==> src/rtl/tick_irq_gen.sv <==
// Multi-channel interval timer: each channel counts a latched period and raises tick/pending/overrun.
// irq is the OR of every channel's pending flag gated by its mask.
module tick_irq_gen #(
    parameter int N_CH  = 4,
    parameter int CNT_W = 24
) (
    input  logic                    clk,
    input  logic                    reset,
    input  logic [N_CH-1:0]         enable,
    input  logic [N_CH-1:0]         start,
    input  logic [N_CH-1:0]         mode,
    input  logic [N_CH*CNT_W-1:0]   period,
    input  logic [N_CH-1:0]         ack,
    input  logic [N_CH-1:0]         mask,
    output logic [N_CH-1:0]         tick,
    output logic [N_CH-1:0]         pend,
    output logic [N_CH-1:0]         overrun,
    output logic [N_CH-1:0]         running,
    output logic                    irq
);

    typedef enum logic [1:0] {
        ST_IDLE = 2'd0,
        ST_RUN  = 2'd1,
        ST_DONE = 2'd2
    } state_e;

    localparam logic [CNT_W-1:0] CNT_ONE  = {{(CNT_W-1){1'b0}}, 1'b1};
    localparam logic [CNT_W-1:0] CNT_ZERO = '0;

    genvar g;
    generate
        for (g = 0; g < N_CH; g++) begin : g_ch
            state_e           state_q, state_d;
            logic [CNT_W-1:0] cnt_q, cnt_d;
            logic [CNT_W-1:0] per_q, per_d;
            logic             mode_q, mode_d;
            logic             tick_q;
            logic             pend_q, pend_d;
            logic             ovr_q, ovr_d;
            logic             run_q;
            logic [CNT_W-1:0] per_in;
            logic             expire;

            assign per_in = period[g*CNT_W +: CNT_W];

            // Priority: enable low beats start, start beats a pending expiry.
            always_comb begin
                state_d = state_q;
                cnt_d   = cnt_q;
                per_d   = per_q;
                mode_d  = mode_q;
                expire  = 1'b0;
                if (!enable[g]) begin
                    state_d = ST_IDLE;
                    cnt_d   = CNT_ZERO;
                end else if (start[g]) begin
                    per_d   = per_in;
                    mode_d  = mode[g];
                    cnt_d   = CNT_ZERO;
                    state_d = (per_in == CNT_ZERO) ? ST_IDLE : ST_RUN;
                end else if (state_q == ST_RUN) begin
                    if (cnt_q == per_q - CNT_ONE) begin
                        expire = 1'b1;
                        cnt_d  = CNT_ZERO;
                        if (mode_q) begin
                            state_d = ST_DONE;
                        end
                    end else begin
                        cnt_d = cnt_q + CNT_ONE;
                    end
                end
            end

            // A simultaneous expiry and ack leaves pend set and overrun clear.
            always_comb begin
                pend_d = pend_q;
                ovr_d  = ovr_q;
                if (expire) begin
                    ovr_d  = ack[g] ? 1'b0 : (ovr_q | pend_q);
                    pend_d = 1'b1;
                end else if (ack[g]) begin
                    pend_d = 1'b0;
                    ovr_d  = 1'b0;
                end
            end

            always_ff @(posedge clk) begin
                if (reset) begin
                    state_q <= ST_IDLE;
                    cnt_q   <= CNT_ZERO;
                    per_q   <= CNT_ZERO;
                    mode_q  <= 1'b0;
                    tick_q  <= 1'b0;
                    pend_q  <= 1'b0;
                    ovr_q   <= 1'b0;
                    run_q   <= 1'b0;
                end else begin
                    state_q <= state_d;
                    cnt_q   <= cnt_d;
                    per_q   <= per_d;
                    mode_q  <= mode_d;
                    tick_q  <= expire;
                    pend_q  <= pend_d;
                    ovr_q   <= ovr_d;
                    run_q   <= (state_d == ST_RUN);
                end
            end

            assign tick[g]    = tick_q;
            assign pend[g]    = pend_q;
            assign overrun[g] = ovr_q;
            assign running[g] = run_q;
        end
    endgenerate

    assign irq = |(pend & mask);

endmodule

==> config.mk <==
export PLATFORM = sky130hd
export DESIGN_NAME = tick_irq_gen
export DESIGN_NICKNAME = d
export VERILOG_FILES = /design/src/rtl/tick_irq_gen.sv
export SDC_FILE = /design/constraint.sdc
export NUM_CORES = 1
export LEC_CHECK = 0
export ABC_AREA = 1
export BUFFER_PORTS_ARGS = -buffer_cell sky130_fd_sc_hd__buf_2
export CELL_PAD_IN_SITES_DETAIL_PLACEMENT = 2
export CELL_PAD_IN_SITES_GLOBAL_PLACEMENT = 2
export CORE_MARGIN = 2
export CORE_UTILIZATION = 35
export CTS_CLUSTER_DIAMETER = 120
export DETAILED_ROUTE_END_ITERATION = 10
export HOLD_SLACK_MARGIN = 0.15
export PLACE_DENSITY = 0.95
export SLEW_MARGIN = 20
export SYNTH_ARGS = -nofsm -noshare
export SYNTH_HDL_FRONTEND = slang
export SYNTH_SLANG_ARGS = --single-unit
==> constraint.sdc <==
create_clock -name clk -period 6.5 [get_ports clk]
set_input_delay 0.975 -clock clk [delete_from_list [all_inputs] [get_ports clk]]
set_output_delay 0.975 -clock clk [all_outputs]
set_load 0.01 [all_outputs]
-- Yosys cells after proc, flatten, opt, wreduce, memory -nomap -nowiden
Index checks and enable logic that the tools add are counted.
Widths: inputs -> output; s select.
- bits in registers: 220
- bits of input ports: 118
- output and inout port bits: 17
- word-level logic and storage cells: 138
- add/subtract/negate cells: 8
- equality and inequality tests: 12
- mux-type cells: 60
- bitwise gates (word level): 9
- reductions and logical operators: 17
- operators by type and width (kind ; count):
    $add 24x1->24 const B ; 4
    $eq 24x24->1 ; 4
    $logic_not 24->1 ; 4
    $mux 24 ; 4
    $sub 24x1->24 const B ; 4
    $mux 2 ; 20
    $mux 1 ; 36
    $eq 2x1->1 const B ; 8
    $reduce_or 3->1 ; 4
    $reduce_and 2->1 ; 4
    $reduce_bool 2->1 ; 4
    $and 4x4->4 ; 1
    $not 1->1 ; 4
    $or 1x1->1 ; 4
    $reduce_or 4->1 ; 1

-- Logic depth before layout (Yosys ltp)
Gate-level depths: netlist (run 1).
- depth in word-level cells: 7
- depth in mapped cells: 19

-- Worst setup path before layout (run 1)
OpenSTA, ideal clock, no wires.
- path kind: register -> register
- from: reg g_ch[2].per_q[0]
- to: reg g_ch[2].cnt_q[12]
- setup time: 0.117 ns
- data arrival time: 2.041 ns
- required time: 6.383 ns
- setup slack: 4.342 ns
- cell stages (with the launch flop): 14
- buffers on the path: 1
- cell sequence: dfxtp_1 > inv_1 > ha_1 > or2_2 > a21oi_1 > nand2_1 > nor2_1 > and2_1 > nand4_1 > nor3_1 > nand4_1 > nand2_2 > buf_6 > nor2_1
- cells in the longest elaborated chain, start to end: 3
- RTL lines (item ; line ; source):
    start, declared ; 36 ; logic [CNT_W-1:0] per_q, per_d;
    start signal, assigned ; 101 ; per_q <= per_d;
    $sub 24x1->24 ; 63 ; if (cnt_q == per_q - CNT_ONE) begin
    $eq 24x24->1 ; 63 ;
    $mux 24 ; 63 ;
    end signal, assigned ; 100 ; cnt_q <= cnt_d;
    end, declared ; 35 ; logic [CNT_W-1:0] cnt_q, cnt_d;
Every way passes these cells.
A chain may end at the register's enable or synchronous reset.

-- Final worst setup path (run 1)
- from: reg g_ch[0].per_q[1]
- to: reg g_ch[0].cnt_q[15]
- cells in the longest elaborated chain, start to end: 3
- RTL lines (item ; line):
    start, declared ; 36
    start signal, assigned ; 101
    $sub 24x1->24 ; 63
    $eq 24x24->1 ; 63
    $mux 24 ; 63
    end signal, assigned ; 100
    end, declared ; 35
Every way passes these cells.

==> impl_results.md, run 1 <==
* Final Skew at 0.0371 ns
* Drt first pass iters at 4
* Synth Register Bits at 220
* Setup TNS at 0 ns
* DRC Markers at 0
* PostCTS Resize Cnt at 0
* Cell accounting for the most synthesized area: dfxtp_1
* Synth Flop Type: dfxtp_1
* WP data required at just under 7 ns
* Maximum clock rate at 0.311 GHz
* Clock power share at 0.435
* CTS Hold Bufs at 0
* Max-slew headroom at 0.328
* Initial Util at 0.357
* Lkg Pwr at 0.00679 uW
* # setup viols final at 0
* Horiz. Die Dim at 203 um
* Clk slew on worst S/H paths at 0.06 ns
* Vias at 15,600
* GR Util met2 at 0.602
* Worst Path Arrival at 3.66 ns
* Final Slew Violations at 0
* Die height at 203 um
* Period Utilization, post-route at 0.495
* Outcome: completed
* Global Route met1 Usage at 0.336
* Clock sinks at 220
* Slew at the pin closest to its max-slew limit at 1.01 ns
* Worst vdd ir at 0.000223 V
* # diodes at 0
* Asr flop ratio synth at 0
* Max Cap Violations at 0
* Clock Latency Late Sink at 0.59 ns
* Total track usage at 0.317
* Post-DRT Antenna Nets at 0
* H-tree level count at 1
* Vias in the first global route at 17,900
* Met3 usage at 0.0443
* CP Max Fanout at 18
* Sw Pwr at around 1300 uW
* Seq/Total Area, Yosys at 0.318
* Syn_area_per_cell at 6.42 um^2
* I/O pin count at 135
* Gate power share at 0.193
* Top post-synthesis cells by area: dfxtp_1 32%, nand2_1 13%, nor2_1 12%
* Final Hold Fails at 0
* Clk buf depth at 3
* HPWL after detailed placement at 47.0 mm
* Mapped Area at 0.0139 mm^2
* PortBufs at roughly 130
* Full die area at between 0.04 and 0.05 mm^2
* Internal at 2630 uW
* Initial antenna violation count at 1
* Post-synth EDFFs at 0
* Post-synth top cells: 477 x nand2_1, 429 x nor2_1, 229 x inv_1, 220 x dfxtp_1, 131 x o21ai_0
* Largest net degree at the start of global routing at 80
* Row cnt at 72
* RSZ-0062 raised after global routing: no
* Grt total ovfl at 0
* Non-filler cells, final at 2,804
* Final min period at 3.22 ns
* Routed len/inst at 23.7 um
* DR iter-0 viols at 780
* PD cells at 247 mW/mm^2
* CTS tree: built
* Hold Crit Class: reg -> reg
* Busiest layer in global routing: met2
* Placed instance count at 2,755
* Post-CTS Setup Inserts at 0
* Synth cell types at 47
* Fraction of layout cells with a size suffix above 1 at 0.112
* CTS buffer count at 27
* Critical path type: reg -> reg
* Synthesized Nets at between 2,000 and 2,500
* Synthesis Warnings at 0
* Drt via density at between 5 and 6
* Worst setup SP type: flop
* First-pass GRT wire length at between 100 and 150 mm
* Synth top area share at 0.318
* Most common cell in the netlist: nand2_1
* Root Buffer: clkbuf_16
* Area growth syn-to-layout at 14.2%
* RD Place Congestion at between 0.9 and 1
* Gate Count Post-Synth at between 2,000 and 2,500
* Floorplan Core Area at 0.0388 mm^2
* WL final at 66.4 mm
* Seq pwr share at 0.373
* Final net count at 2,392
* CP Capture Type: flop
* Sw Share at 0.329
[layout by cell type, fill, tap and decap left out, types with 6 or more instances in the layout]
master | netlist | final
nor2_1 | 429 | 429
nor3b_1 | 8 | 8
nor2_4 | 8 | 8
xnor2_1 | 54 | 54
xor2_1 | 107 | 107
o22ai_1 | 7 | 7
clkinv_2 | 0 | 6
nor3_1 | 49 | 49
nor3_2 | 8 | 8
ha_1 | 8 | 8
inv_1 | 229 | 228
clkbuf_16 | 0 | 27
dfxtp_1 | 220 | 220
a21oi_1 | 74 | 74
clkbuf_8 | 0 | 8
nand2_2 | 11 | 11
nand3b_1 | 36 | 36
nor4_1 | 24 | 24
buf_2 | 0 | 134
nand4_1 | 44 | 44
or2_2 | 11 | 11
nor2_2 | 22 | 22
o21ai_0 | 131 | 131
nand2_1 | 477 | 477
nand3_1 | 105 | 105
[worst max-delay path: stages, from the launching register on]
cell and delay (ns):
dfxtp_1 0.29, inv_1 0.11, ha_1 0.26, nand2_1 0.12
nor2_2 0.52, nand3_1 0.19, nand2_1 0.15, nand2_1 0.07
nor2_1 0.13, nand2_1 0.08, nor2_1 0.14, nand3_2 0.17
o21ai_4 0.52, inv_2 0.16, nand3b_1 0.13, inv_1 0.06
[stage by stage]
stage	hold WS (ns)	area (um^2)	setup WS (ns)	utilization	total power, uW
floorplan	0.426	13900	4.34	-	1940
finish	0.494	15800	3.28	0.407	3910
detailed placement	0.480	14900	3.49	0.383	2180
global route	0.523	15800	3.06	0.407	4050
global placement	0.433	14900	3.70	0.383	2110
CTS	0.500	15800	3.32	0.407	3920
[cell type report]
| type | instances | area (um^2) |
|---|---|---|
| Fill cell | 4693 | 23000 |
| Multi-Input combinational cell | 1648 | 8240 |
| Sequential cell | 220 | 4400 |
| Inverter | 232 | 871 |
| Clock buffer | 36 | 790 |
| Timing Repair Buffer | 137 | 693 |
| Tap cell | 518 | 648 |
| Clock inverter | 13 | 174 |
[power by group through the flow]
stage	combinational (uW)	sequential, uW	clock, uW
finish	753	1460	1700
global route	821	1460	1760
CTS	742	1460	1720
detailed placement	701	1480	0
global placement	632	1480	0
floorplan	477	1460	0
[sequential cells by signal, indices dropped and copies added (netlist names)]
signal / count
g_ch.pend_q: 4
g_ch.run_q: 4
g_ch.ovr_q: 4
g_ch.mode_q: 4
g_ch.tick_q: 4
g_ch.per_q: 96
g_ch.cnt_q: 96
g_ch.state_q: 8
[logic make-up after synthesis]
logic type,after synthesis,share of synthesized area
and+or+nand+nor,1250,0.397
adders and majority gates,8,0.00722
buffers and inverters,291,0.0875
AOI/OAI and AO/OA,229,0.0883
xor gates and xnor gates,161,0.102
DFF,220,0.318
[worst paths after layout]
path | cells after the start | slack, ns | end | from
worst min-delay path | 2 | 0.49 | g_ch[3].per_q[1] | g_ch[3].per_q[1]
worst max-delay path | 15 | 3.28 | g_ch[0].cnt_q[15] | g_ch[0].per_q[1]
worst max register to register | 15 | 3.28 | g_ch[0].cnt_q[15] | g_ch[0].per_q[1]
worst min register to register | 2 | 0.49 | g_ch[3].per_q[1] | g_ch[3].per_q[1]
[metal layers]
layer,part of all wire,vias up,wire [um]
met2,0.52,439,34800
met5,0,-,0
li1,-,7087,-
met1,0.38,7838,25300
met4,0.057,0,3790
met3,0.037,217,2490
Note: power is estimated with default switching activity, not from simulation.
==> run 2: changes to the inputs <==
CORE_UTILIZATION = 30   (was 35)
PLACE_DENSITY = 0.89   (was 0.95)
clock period = 2.63 ns   (was 6.5 ns; I/O delays follow)
==> run 2 against run 1 <==
The run now ends with setup timing left. Final cell count increased by 7.5%. Power up 150%. Utilization down 2.5 points. Wire length is 3.9% lower. Largest cell class unchanged. Critical path type unchanged.
==> impl_results.md, run 2 (synthesis gave the netlist of run 1 again) <==
* Horiz. Die Dim at approximately 220 um
* Reg2reg path depth at 11
* PD cells at ~560 mW/mm^2
* CTS buffer count at 28
* Clock power share at 0.412
* Slew at the pin closest to its max-slew limit at ~0.84 ns
* Root Buffer: clkbuf_16
* Commonest non-fill, non-tap cell in the layout: nand2_1
* Vias at around 16,000
* Final setup margin at -0.109 ns
* DRC Markers at 0
* CTS tree: built
* Initial Util at 0.305
* Sw Pwr at approximately 3200 uW
* First-pass GRT wire length at 93.4 mm
* Non-filler cells, final at 3,014
* Die height at 219 um
* Vias in the first global route at roughly 17,000
* Final net count at 2,518
* Final min period at 2.74 ns
* Worst Hold Depth at 3
* Critical path type: reg -> reg
* H-tree level count at 1
* # diodes at 0
* Maximum clock rate at 0.365 GHz
* Period Utilization, post-route at 1.04
* Seq pwr share at 0.371
* Pre-CTS setup slack at between 0.009 and 0.01 ns
* Failing checks: setup timing
* Placed instance count at 2,863
* Clock sinks at 220
* Drt via density at 5.23
* Worst Path Arrival at 3.20 ns
* Full die area at about 0.048 mm^2
* Sw Share at 0.326
* Internal at 6550 uW
* WP data required at 3.09 ns
* RD Place Congestion at 0.883
* Gate power share at 0.217
* Outcome: finished, violations left
* Initial antenna violation count at 1
* HPWL after detailed placement at 43.9 mm
* Final Slew Violations at 0
* Final Skew at 0.0415 ns
* Final Hold Fails at 0
* CP Max Fanout at 5
* Row cnt at 78
* Final hold slack at about 0.16 ns
* Clk slew on worst S/H paths at 0.06 ns
* Floorplan Core Area at 0.0455 mm^2
* Top Registers: g_ch.cnt_q x96, g_ch.per_q x96, g_ch.state_q x8
* Routed len/inst at 21.2 um
* Clk buf depth at 3
* Area growth syn-to-layout at 25.4%
* PortBufs at 134
* # setup viols final at 47
* Hold Crit Class: in -> reg
* CP Capture Type: flop
* Total track usage at 0.245
* Lkg Pwr at 0.00743 uW
* Clock Latency Late Sink at 0.59 ns
* DR iter-0 viols at 700
* Worst setup SP type: flop
* WL final at 63.9 mm
* Max-slew headroom at 0.440
* Grt total ovfl at 0
* Largest net degree at the start of global routing at 55
* Max Cap Violations at 0
* I/O pin count at 135
* Drt first pass iters at 5
* Worst vdd ir at 0.000485 V
* Highest-count cells in the layout ignoring fill and taps: 474 x nand2_1, 406 x nor2_1, 225 x inv_1
* Post-DRT Antenna Nets at 0
* Fraction of layout cells with a size suffix above 1 at 0.152
==> run 2: changes by cell type in the layout (fill, tap and decap cells not counted), moves of 4 or more <==
cell           before  now
buf_12              0    5
buf_4               3   50
clkbuf_16          27   31
dlygate4sd3_1       0   67
ha_1                8    4
nor2_1            429  406
nor2_2             22   35
nor2_4              8   20
nor3_1             49   44
nor3_2              8   12
==> run 2: path summary, 6_finish.rpt <==
path | startpoint | to | slack [ns]
max reg2reg | g_ch[2].per_q[8] | g_ch[2].cnt_q[6] | -0.11
max | g_ch[2].per_q[8] | g_ch[2].cnt_q[6] | -0.11
min reg2reg | g_ch[0].ovr_q | g_ch[0].ovr_q | 0.45
min | period[79] | g_ch[3].per_q[7] | 0.16
==> run 2: cell type report <==
class / count / area, um^2
tap: 600 / 751
clock inverter: 14 / 133
multi-input combinational: 1650 / 8520
timing repair buffer: 260 / 1890
fill: 5476 / 28100
clock buffer: 38 / 810
sequential: 220 / 4410
inverter: 232 / 871
==> run 2: through the flow <==
step / cell area [um^2] / utilization / TNS, ns / power (uW)
2_1_floorplan: 13900 / - / 0 / 4780
3_3_place_gp: 15200 / 0.334 / 0 / 5270
3_5_place_dp: 15200 / 0.334 / 0 / 5390
4_1_cts: 16800 / 0.370 / 0 / 9480
5_1_grt: 17400 / 0.382 / -12.46 / 10100
6_report: 17400 / 0.382 / -3.40 / 9710
==> run 2: what timing repair did <==
action | in CTS | in global routing
setup endpoints to repair | 1 | 109
buffers inserted | 0 | 27
gates resized for setup | 2 | 72
cloned | 0 | 5
pin swaps | 0 | 18
hold buffers | 67 | 0
endpoints found under the hold margin | 70 | 0
==> run 2: worst max-delay path, stage by stage, from the launching register on <==
cell and delay, ns:
dfxtp_1 0.42, nor2_2 0.28, nand2_1 0.12, nor2_1 0.23, nand2_1 0.10, xor2_1 0.27
nand2_1 0.19, nor3_2 0.27, nand4_1 0.27, nand2_4 0.24, clkbuf_16 0.17, nor2_1 0.06
==> run 2: per-layer routing <==
metal | wire length, um | part of all wire | vias to the layer above | global-route usage
met5 | 13 | 0.00020 | - | 0
met4 | 2860 | 0.045 | 2 | 0.101
met3 | 2840 | 0.044 | 170 | 0.0327
met2 | 31900 | 0.50 | 424 | 0.447
met1 | 26200 | 0.41 | 7808 | 0.287
li1 | - | - | 7346 | -
==> run 2: power groups by stage <==
stage / combinational, uW / clock (uW) / sequential, uW
6_report: 2110 / 4000 / 3600
5_1_grt: 2320 / 4210 / 3610
4_1_cts: 1830 / 4060 / 3580
3_5_place_dp: 1730 / 0 / 3660
3_3_place_gp: 1620 / 0 / 3650
2_1_floorplan: 1180 / 0 / 3610
==> run 3: changes to the inputs <==
ABC_AREA = not set   (was 1)
CORE_UTILIZATION = 32   (was 30)
PLACE_DENSITY = 0.88   (was 0.89)
==> run 3 against run 2 <==
The flow still finishes with violations (setup timing). Power rose by 7.6%. Final cell count fell by 13%. Via count rose by 7.7%. Flip-flop and latch count did not move. Design area rose by 13%. Maximum frequency fell by 21%. Die area fell by 13%. First-iteration DRC count rose by 100%. Critical path depth rose by 2. Critical endpoint is now g_ch[1].cnt_q[7]. Highest routed layer unchanged.
==> impl_results.md, run 3 <==
* Commonest non-fill, non-tap cell in the layout: nand2_1
* Slowest CP cell: a221oi_1
* Synth top area share at 0.343
* Hold Crit Class: in -> reg
* DR iter-0 viols at 1,428
* Most common cell in the netlist: nand2_1
* Max-slew headroom at 0.185
* Asr flop ratio synth at 0
* # setup viols final at 120
* Worst vdd ir at 0.000819 V
* Final setup margin at -0.821 ns
* Total track usage at 0.360
* Drt via density at 6.46
* Seq/Total Area, Yosys at 0.343
* WP data required at slightly above 3 ns
* Slew at the pin closest to its max-slew limit at 1.22 ns
* RD Place Congestion at 0.885
* Vias at between 15,000 and 20,000
* Root Buffer: clkbuf_16
* Clk slew on worst S/H paths at 0.09 ns
* Drt first pass iters at 6
* CP delay by family, top: simple AND/OR/NAND/NOR gates
* Period Utilization, post-route at 1.31
* Top post-synthesis cells by area: dfxtp_1 34%, nand2_1 8.2%, xnor2_1 8.1%
* DRC Markers at 0
* RSZ-0062 raised after global routing: yes
* Synth Flop Type: dfxtp_1
* Clk buf depth at 3
* Worst R2R Setup Slack at -0.82 ns
* Post-synth EDFFs at 0
* CTS tree: built
* Final net count at 2,186
* Pre-CTS setup slack at -0.539 ns
* Failing checks: setup timing
* Fraction of layout cells with a size suffix above 1 at 0.327
* Clock sinks at 220
* Synthesis Warnings at 0
* Final total power at ~10,000 uW
* Grt total ovfl at 0
* Synth cell types at 78
* Initial antenna violation count at 17
* Vias in the first global route at ~18,000
* Final Hold Fails at 0
* Post-synth top cells: 282 x nand2_1, 220 x dfxtp_1, 133 x nor3_1, 119 x xnor2_1, 117 x a21oi_1
* Final min period at 3.45 ns
* Die height at 204 um
* Clock Latency Late Sink at 0.62 ns
* Mapped Area at 0.0129 mm^2
* Seq pwr share at 0.337
* Internal at 6880 uW
* WL final at 91.2 mm
* Cell accounting for the most synthesized area: dfxtp_1
* Max incr delay on CP at 0.59 ns
* Floorplan Core Area at 0.0397 mm^2
* CTS buffer count at 27
* Horiz. Die Dim at 204 um
* PD cells at approximately 530 mW/mm^2
* Top Registers: g_ch.cnt_q x96, g_ch.per_q x96, g_ch.state_q x8
* Largest net degree at the start of global routing at 108
* Lkg Pwr at 0.00748 uW
* CP Capture Type: flop
* Final Skew at 0.0484 ns
* Worst Path Arrival at 3.92 ns
* CP Max Fanout at 6
* HPWL after detailed placement at 40.0 mm
* Worst setup SP type: flop
* Highest-count cells in the layout ignoring fill and taps: 281 x nand2_1, 212 x buf_4, 207 x dfxtp_1
* Gate Count Post-Synth at 1,647
* Final Slew Violations at 0
* Synthesized Nets at 1,773
* Synth Register Bits at 220
* Final core occ at 0.495
* Gate power share at 0.262
* Max Cap Violations at 0
* Worst Path Buf+Inv at 5
* Outcome: finished, violations left
* Ordered list of cells on the worst path: inv_2 -> ha_4 -> or4b_4 -> buf_6 -> nor2_2 -> xnor2_1 -> a221oi_1 -> o211ai_1 -> nor4_4 -> buf_6 -> buf_12 -> buf_12 -> nor3_4
* Sw Pwr at about 3600 uW
* H-tree level count at 1
* Sw Share at 0.342
* Critical path type: reg -> reg
* Area growth syn-to-layout at 53.0%
* PortBufs at 134
* Routed len/inst at 34.7 um
* Syn_area_per_cell at 7.81 um^2
* I/O pin count at 135
* Setup TNS at -77.21 ns
* Row cnt at 73
* Maximum clock rate at approximately 0.29 GHz
* First-pass GRT wire length at between 100 and 150 mm
* Full die area at around 0.042 mm^2
* Initial Util at 0.324
* Clock power share at 0.401
* Post-DRT Antenna Nets at 0
run 3: cell count changes after synthesis, sizes merged, moves of 65 or more:
cell,change
xnor2,+65
o21ai,-108
nor3,+78
nand2,-206
nor2,-371
inv,-208
run 3: cell families after synthesis:
family,Yosys count,synth area share
xor+xnor,205,0.140
buf+inv,129,0.0455
compound gates,256,0.128
flops,220,0.343
fa+ha+maj,8,0.00778
mux,9,0.00730
simple gates,820,0.330
run 3: what timing repair did:
action / CTS / global route
setup buffers: 35 / 26
cloned: 9 / 1
setup endpoints to repair: 119 / 120
endpoints found under the hold margin: 98 / 1
resized for setup: 167 / 181
pin swaps: 42 / 55
hold buffers: 98 / 1
run 3: layout make-up:
cell class	instances	area, um^2
fill	4156	20100
multi-input combinational	1298	9620
sequential	220	4430
timing repair buffer	488	3910
clock buffer	36	790
tap	525	657
clock inverter	14	136
inverter	25	98.8
antenna	18	45.0
run 3: path summary, 6_finish.rpt:
path,startpoint,to,depth (start not counted)
min,period[9],g_ch[0].per_q[9],3
min reg2reg,g_ch[0].per_q[21],g_ch[0].per_q[21],2
max reg2reg,g_ch[1].per_q[1],g_ch[1].cnt_q[7],13
max,g_ch[1].per_q[1],g_ch[1].cnt_q[7],13
run 3: power groups by stage:
| stage | Clock, uW | Combinational [uW] | Sequential (uW) |
|---|---|---|---|
| 4_1_cts | 4000 | 2130 | 3490 |
| 5_1_grt | 4290 | 2800 | 3520 |
| 2_1_floorplan | 0 | 1000 | 3550 |
| 6_report | 4190 | 2740 | 3520 |
| 3_5_place_dp | 0 | 1780 | 3560 |
| 3_3_place_gp | 0 | 1660 | 3550 |
run 3: worst min-delay path: stages:
cell and delay, ns:
buf_2 0.11, nand2_1 0.10, a21oi_1 0.10
run 3: per-stage QoR:
step	cells	cell area (um^2)	hold WS, ns
after floorplan	1647	13100	0.442
after global placement	2391	15400	0.453
after detailed placement	2391	15400	0.475
after CTS	2583	18500	0.150
after global routing	2622	19700	0.158
final	2624	19700	0.160
run 3: per-layer routing:
metal | global-route usage | part of all wire | vias to the layer above
met4 | 0.244 | 0.11 | 2
met1 | 0.371 | 0.34 | 8389
li1 | - | - | 6713
met3 | 0.0580 | 0.069 | 655
met2 | 0.668 | 0.49 | 1202
met5 | 0 | 0.00013 | -
